### src/rtl/idli_pkg.sv
// rtl/idli_pkg.sv - shared idli types; SQI controller states, commands and pin types.
// IDLI_SQI_STREAM_EN adds the HOLD state used by streaming reads.
package idli_pkg;

  localparam int SQI_NUM = 2;

  typedef enum logic {
    SQI_MEM_LO = 1'b0,
    SQI_MEM_HI = 1'b1
  } sqi_mem_t;

  typedef logic [3:0]  sqi_data_t;
  typedef logic [15:0] sqi_word_t;

  localparam logic [7:0] SQI_CMD_READ  = 8'h03;
  localparam logic [7:0] SQI_CMD_WRITE = 8'h02;

  typedef enum logic [2:0] {
    SQI_IDLE  = 3'd0,
    SQI_CMD   = 3'd1,
    SQI_ADDR  = 3'd2,
    SQI_DUMMY = 3'd3,
    SQI_DATA  = 3'd4,
    SQI_END   = 3'd5
`ifdef IDLI_SQI_STREAM_EN
    , SQI_HOLD = 3'd6
`endif
  } sqi_state_t;

endpackage

### src/rtl/idli_sqi_word_ser.sv
// rtl/idli_sqi_word_ser.sv - 16-bit word to/from two nibble pairs, selected by data-phase index.
module idli_sqi_word_ser
  import idli_pkg::*;
(
  input  logic                      i_idx,
  input  sqi_word_t                 i_tx_word,
  output sqi_data_t [SQI_NUM-1:0]   o_tx_sio,
  input  sqi_data_t [SQI_NUM-1:0]   i_rx_sio,
  input  sqi_word_t                 i_rx_word,
  output sqi_word_t                 o_rx_word
);

  // Phase 0 carries the low byte, phase 1 the high byte; lo memory always holds the low nibble.
  always_comb begin
    o_rx_word = i_rx_word;
    if (i_idx) begin
      o_tx_sio[SQI_MEM_LO] = i_tx_word[11:8];
      o_tx_sio[SQI_MEM_HI] = i_tx_word[15:12];
      o_rx_word[11:8]      = i_rx_sio[SQI_MEM_LO];
      o_rx_word[15:12]     = i_rx_sio[SQI_MEM_HI];
    end else begin
      o_tx_sio[SQI_MEM_LO] = i_tx_word[3:0];
      o_tx_sio[SQI_MEM_HI] = i_tx_word[7:4];
      o_rx_word[3:0]       = i_rx_sio[SQI_MEM_LO];
      o_rx_word[7:4]       = i_rx_sio[SQI_MEM_HI];
    end
  end

endmodule

### src/rtl/idli_sqi_ctrl.sv
// rtl/idli_sqi_ctrl.sv - lock-step sequencer for the lo/hi nibble SQI memories.
// IDLI_SQI_STREAM_EN keeps CS low after reads so a sequential read skips CMD/ADDR/DUMMY.
module idli_sqi_ctrl
  import idli_pkg::*;
#(
  parameter int DUMMY_CYC = 2
) (
  input  logic                      i_clk,
  input  logic                      i_rst,
  input  logic                      i_req_vld,
  output logic                      o_req_rdy,
  input  logic                      i_req_wr,
  input  logic [15:0]               i_req_addr,
  input  logic [15:0]               i_req_data,
  output logic                      o_rd_vld,
  output logic [15:0]               o_rd_data,
  output logic                      o_sqi_sck_en,
  output logic                      o_sqi_cs_n,
  output logic                      o_sqi_oe,
  output sqi_data_t [SQI_NUM-1:0]   o_sqi_sio,
  input  sqi_data_t [SQI_NUM-1:0]   i_sqi_sio
);

  sqi_state_t state_q, state_d;
  logic [2:0] cnt_q, cnt_d;
  logic       wr_q, wr_d;
  sqi_word_t  addr_q, addr_d;
  sqi_word_t  wdata_q, wdata_d;
  sqi_word_t  rx_q, rx_d;
  sqi_word_t  rd_data_q, rd_data_d;
  logic       rd_vld_q, rd_vld_d;
`ifdef IDLI_SQI_STREAM_EN
  logic       pend_q, pend_d;
`endif

  sqi_data_t [SQI_NUM-1:0] ser_tx;
  sqi_word_t               ser_rx;
  logic [7:0]              cmd;
  sqi_data_t               addr_nib;
  logic                    acc;

  idli_sqi_word_ser u_ser (
    .i_idx     (cnt_q[0]),
    .i_tx_word (wdata_q),
    .o_tx_sio  (ser_tx),
    .i_rx_sio  (i_sqi_sio),
    .i_rx_word (rx_q),
    .o_rx_word (ser_rx)
  );

  assign cmd       = wr_q ? SQI_CMD_WRITE : SQI_CMD_READ;
  assign acc       = i_req_vld & o_req_rdy;
  assign o_rd_vld  = rd_vld_q;
  assign o_rd_data = rd_data_q;

  always_comb begin
    case (cnt_q[1:0])
      2'd0:    addr_nib = addr_q[15:12];
      2'd1:    addr_nib = addr_q[11:8];
      2'd2:    addr_nib = addr_q[7:4];
      default: addr_nib = addr_q[3:0];
    endcase
  end

  // Pin outputs are a pure decode of the state so reset forces them instantly.
  always_comb begin
    o_req_rdy    = 1'b0;
    o_sqi_cs_n   = 1'b1;
    o_sqi_sck_en = 1'b0;
    o_sqi_oe     = 1'b0;
    o_sqi_sio    = '0;
    case (state_q)
      SQI_IDLE: o_req_rdy = ~i_rst;
      SQI_CMD: begin
        o_sqi_cs_n   = 1'b0;
        o_sqi_sck_en = 1'b1;
        o_sqi_oe     = 1'b1;
        o_sqi_sio    = {SQI_NUM{cnt_q[0] ? cmd[3:0] : cmd[7:4]}};
      end
      SQI_ADDR: begin
        o_sqi_cs_n   = 1'b0;
        o_sqi_sck_en = 1'b1;
        o_sqi_oe     = 1'b1;
        o_sqi_sio    = {SQI_NUM{addr_nib}};
      end
      SQI_DUMMY: begin
        o_sqi_cs_n   = 1'b0;
        o_sqi_sck_en = 1'b1;
      end
      SQI_DATA: begin
        o_sqi_cs_n   = 1'b0;
        o_sqi_sck_en = 1'b1;
        o_sqi_oe     = wr_q;
        if (wr_q) o_sqi_sio = ser_tx;
      end
`ifdef IDLI_SQI_STREAM_EN
      SQI_HOLD: begin
        o_req_rdy  = ~i_rst;
        o_sqi_cs_n = 1'b0;
      end
`endif
      default: ;
    endcase
  end

  always_comb begin
    state_d   = state_q;
    cnt_d     = cnt_q;
    wr_d      = wr_q;
    addr_d    = addr_q;
    wdata_d   = wdata_q;
    rx_d      = rx_q;
    rd_data_d = rd_data_q;
    rd_vld_d  = 1'b0;
`ifdef IDLI_SQI_STREAM_EN
    pend_d    = pend_q;
`endif
    if (acc) begin
      wr_d    = i_req_wr;
      addr_d  = i_req_addr;
      wdata_d = i_req_data;
    end
    case (state_q)
      SQI_IDLE: begin
        if (acc) begin
          state_d = SQI_CMD;
          cnt_d   = 3'd0;
        end
      end
      SQI_CMD: begin
        cnt_d = cnt_q + 3'd1;
        if (cnt_q[0]) begin
          state_d = SQI_ADDR;
          cnt_d   = 3'd0;
        end
      end
      SQI_ADDR: begin
        cnt_d = cnt_q + 3'd1;
        if (cnt_q == 3'd3) begin
          state_d = wr_q ? SQI_DATA : SQI_DUMMY;
          cnt_d   = 3'd0;
        end
      end
      SQI_DUMMY: begin
        cnt_d = cnt_q + 3'd1;
        if (cnt_q == 3'(DUMMY_CYC - 1)) begin
          state_d = SQI_DATA;
          cnt_d   = 3'd0;
        end
      end
      SQI_DATA: begin
        cnt_d = cnt_q + 3'd1;
        if (!wr_q) rx_d = ser_rx;
        if (cnt_q[0]) begin
          cnt_d   = 3'd0;
          state_d = SQI_END;
          if (!wr_q) begin
            rd_data_d = ser_rx;
            rd_vld_d  = 1'b1;
`ifdef IDLI_SQI_STREAM_EN
            state_d   = SQI_HOLD;
`endif
          end
        end
      end
      SQI_END: begin
        state_d = SQI_IDLE;
`ifdef IDLI_SQI_STREAM_EN
        if (pend_q) begin
          state_d = SQI_CMD;
          cnt_d   = 3'd0;
          pend_d  = 1'b0;
        end
`endif
      end
`ifdef IDLI_SQI_STREAM_EN
      // HOLD is only entered after a read, so addr_q is still that read's address.
      SQI_HOLD: begin
        if (acc) begin
          cnt_d = 3'd0;
          if (!i_req_wr && (i_req_addr == addr_q + 16'd1)) begin
            state_d = SQI_DATA;
          end else begin
            state_d = SQI_END;
            pend_d  = 1'b1;
          end
        end
      end
`endif
      default: state_d = SQI_IDLE;
    endcase
  end

  always_ff @(posedge i_clk or posedge i_rst) begin
    if (i_rst) begin
      state_q   <= SQI_IDLE;
      cnt_q     <= 3'd0;
      wr_q      <= 1'b0;
      addr_q    <= '0;
      wdata_q   <= '0;
      rx_q      <= '0;
      rd_data_q <= '0;
      rd_vld_q  <= 1'b0;
`ifdef IDLI_SQI_STREAM_EN
      pend_q    <= 1'b0;
`endif
    end else begin
      state_q   <= state_d;
      cnt_q     <= cnt_d;
      wr_q      <= wr_d;
      addr_q    <= addr_d;
      wdata_q   <= wdata_d;
      rx_q      <= rx_d;
      rd_data_q <= rd_data_d;
      rd_vld_q  <= rd_vld_d;
`ifdef IDLI_SQI_STREAM_EN
      pend_q    <= pend_d;
`endif
    end
  end

endmodule

### config.mk
export PLATFORM = sky130hd
export DESIGN_NAME = idli_sqi_ctrl
export DESIGN_NICKNAME = d
export VERILOG_FILES = /design/src/rtl/idli_pkg.sv /design/src/rtl/idli_sqi_word_ser.sv /design/src/rtl/idli_sqi_ctrl.sv
export SDC_FILE = /design/constraint.sdc
export NUM_CORES = 1
export LEC_CHECK = 0
export CAP_MARGIN = 20
export CORE_MARGIN = 3
export CORE_UTILIZATION = 50
export DETAILED_ROUTE_END_ITERATION = 12
export PLACE_DENSITY = 0.83
export SYNTH_ARGS = -nofsm -noshare
export SYNTH_HDL_FRONTEND = slang
export SYNTH_SLANG_ARGS = --single-unit
### constraint.sdc
create_clock -name i_clk -period 2.7 [get_ports i_clk]
set_input_delay 0.27 -clock i_clk [delete_from_list [all_inputs] [get_ports i_clk]]
set_output_delay 0.27 -clock i_clk [all_outputs]
set_load 0.01 [all_outputs]
==> results.json <==
{
  "status": "completed",
  "drv_slew": 0,
  "avgSynthCellArea_um2": 13.0,
  "root_buffer": "clkbuf_8",
  "irDropWorstVdd_v": 0.000617,
  "coreArea_mm2": 0.00599,
  "remaining_drc_errors": 0,
  "grt_max_degree": 65,
  "rsz0062_at_grt": "false",
  "tns_ns": 0,
  "hold_slack_ns": 0.492,
  "clock_path_buffers": 2,
  "htreeDepth": 3,
  "track_usage_pct": 19.3,
  "leakage_nw": 1.91,
  "critPathArrivalTime_ns": 2.29,
  "diodes": 0,
  "clk_latency_ns": 0.35,
  "yosysSeqAreaShare_pct": 50.9,
  "gp_congestion": 0.839,
  "initial_core_util_pct": 52.5,
  "wl_per_cell_um": 16.4,
  "synth-async-reset-ratio_pct": 100,
  "vias_per_cell": 5.46,
  "die_height_um": 85.3,
  "required_ns": 2.43,
  "start_kind": "register",
  "drt_first_pass_iters": 4,
  "totalWireLength_mm": 6.51,
  "synth_edf_count": 0,
  "timing.rr.start": "state_q[1]",
  "cts_tree": "built",
  "dieArea_mm2": 0.00728,
  "ys_top_cells_by_area": "dfrtp_1 51%, mux2_4 14%, mux2_2 7.9%, mux2i_1 2.5%, ha_1 2.4%",
  "synth_top_area_share_pct": 50.9,
  "clk_pin_slew_ns": 0.08,
  "min_period_ns": 2.56,
  "die_w_um": 85.3,
  "ys.flop_type": "dfrtp_1",
  "drv_cap": 0,
  "ys_ff_latch": 64,
  "min_path_type": "register to register",
  "max_slew.worst_pin.slew_ns": 0.787,
  "cp_max_fo": 7,
  "ant_nets": 0,
  "overflow": 0,
  "final_nets": 367,
  "cts.sinks": 64,
  "end_kind": "output port",
  "grt_pass1_vias": 2212,
  "postSynthCellCount": 242,
  "setup_viol": 0,
  "drtIter0Drc": 181,
  "grt_pass1_wl_mm": 10.9,
  "period_share_pct": 94.9,
  "p_per_area_mw_per_mm2": 1150,
  "num_io_pins": 73,
  "dpl.hpwl_mm": 4.72,
  "critPathLaunch": "cnt_q[1]",
  "portBuffers": 72,
  "syn_nets": 292,
  "hold_violations": 0,
  "cts_buffers": 9,
  "synth_cell_types": 38,
  "min-delay-start": "o_rd_data[4]",
  "row_count": 28,
  "grt_antenna_before_repair": 0,
  "crit_type": "register to output port",
  "via_count": 2169,
  "yosys_warnings": 0,
  "area_delta_synth_final_pct": 31.9,
  "timing.fmax_mhz": 390,
  "syn-cell-area_mm2": 0.00315,
  "layout-drive-gt1-share_pct": 25.5,
  "postCtsHoldBufs": 0,
  "fin_skew_ns": 0.0100,
  "postCtsSetupBuffers": 0,
  "relSlewSlack_pct": 47.6,
  "yosys.area.top_type": "dfrtp_1"
}
kinds of logic after synthesis:
group / Yosys count / synth area share, %
AO/OA/AOI/OAI: 47 / 9.26
buffers and inverters: 29 / 4.81
AND/OR/NAND/NOR: 30 / 5.85
adder cells (fa/ha/maj): 6 / 2.39
multiplexers: 65 / 26.5
XOR/XNOR: 1 / 0.278
flip-flops: 64 / 50.9
final cells by class:
class	instances	area, µm²
clock buffers	11	151
clock inverters	5	62.6
fillers	431	1840
inverters	15	56.3
multi-input cells	149	1400
flip-flops and latches	64	1600
well taps	75	93.8
repair buffers	78	783
repair_timing:
item                                    4_1_cts  5_1_grt
resized for setup                             0        5
endpoints found under the setup margin        0        5
hold endpoints to repair                      0        0
metrics by stage:
step	area (µm²)	instances	utilization [%]	total power [mW]	setup slack [ns]
after floorplan	3150	242	-	3.04	0.324
after global placement	3920	381	65.5	3.80	0.463
after detailed placement	3920	381	65.5	3.89	0.422
after CTS	4140	397	69.1	4.79	0.0303
after global routing	4150	397	69.3	5.04	0.0207
final	4150	397	69.3	4.75	0.138
state kept, by name, summed over array words and instances (netlist names):
name	count
addr_q	16
cnt_q	3
o_rd_data	16
o_rd_vld	1
rx_q	8
state_q	3
wdata_q	16
wr_q	1
metal layers:
metal / vias to the layer above / global-route usage, % / routed length, µm / part of all wire, %
met3: 12 / 4.76 / 384 / 5.9
met5: - / 0 / 0 / 0
li1: 1016 / - / - / -
met1: 1076 / 25.7 / 2840 / 44
met2: 65 / 30.3 / 3160 / 49
met4: 0 / 8.20 / 115 / 1.8
critical path, cell delays in order, from the launching register on:
cell and delay (ns):
dfrtp_1 0.43, inv_1 0.13, ha_2 0.25, a22oi_1 0.11
a221oi_1 0.26, a21oi_1 0.10, o21ai_0 0.09, clkdlybuf4s50_1 0.57
Yosys cell counts, types with 4 or more instances:
| master | n |
|---|---|
| buf_2 | 4 |
| mux2_1 | 5 |
| mux2i_1 | 8 |
| nor2_1 | 10 |
| mux2_2 | 22 |
| inv_1 | 15 |
| o21ai_0 | 15 |
| mux2_4 | 30 |
| ha_1 | 6 |
| dfrtp_1 | 64 |
| a21oi_1 | 12 |
| clkbuf_1 | 5 |
| buf_6 | 5 |
| a22oi_1 | 4 |
final timing paths:
| path | to | slack (ns) | cells past startpoint |
|---|---|---|---|
| max | o_sqi_sio[1] | 0.14 | 7 |
| min | o_rd_data[4] | 0.49 | 1 |
| max reg2reg | rx_q[4] | 0.93 | 4 |
| min reg2reg | o_rd_data[4] | 0.49 | 1 |
| max in group asynchronous | addr_q[9] | 1.60 | 3 |
| min in group asynchronous | o_rd_data[10] | 0.56 | 3 |
cell usage in the layout, fill, tap and decap left out, types with 3 or more instances in the layout:
cell type        netlist  layout
nor2b_1                3       3
nor2_1                10      10
buf_4                  0       5
clkdlybuf4s50_1        0      70
o21ai_0               15      15
ha_1                   6       3
a31oi_1                3       3
clkbuf_8               0      11
a21oi_1               12      12
dfrtp_1               64      64
mux2i_1                8       8
nand2_1                3       3
a22oi_1                4       4
mux2_2                22      22
mux2_4                30      30
inv_1                 15      14
ha_2                   0       3
mux2_1                 5       5
power breakdown:
part / switching [mW] / total, mW / internal (mW)
logic: 0.913 / 2.18 / 1.26
clock network: 0.399 / 0.882 / 0.483
registers: 0.275 / 1.69 / 1.42
(Power assumes the default switching activity.)
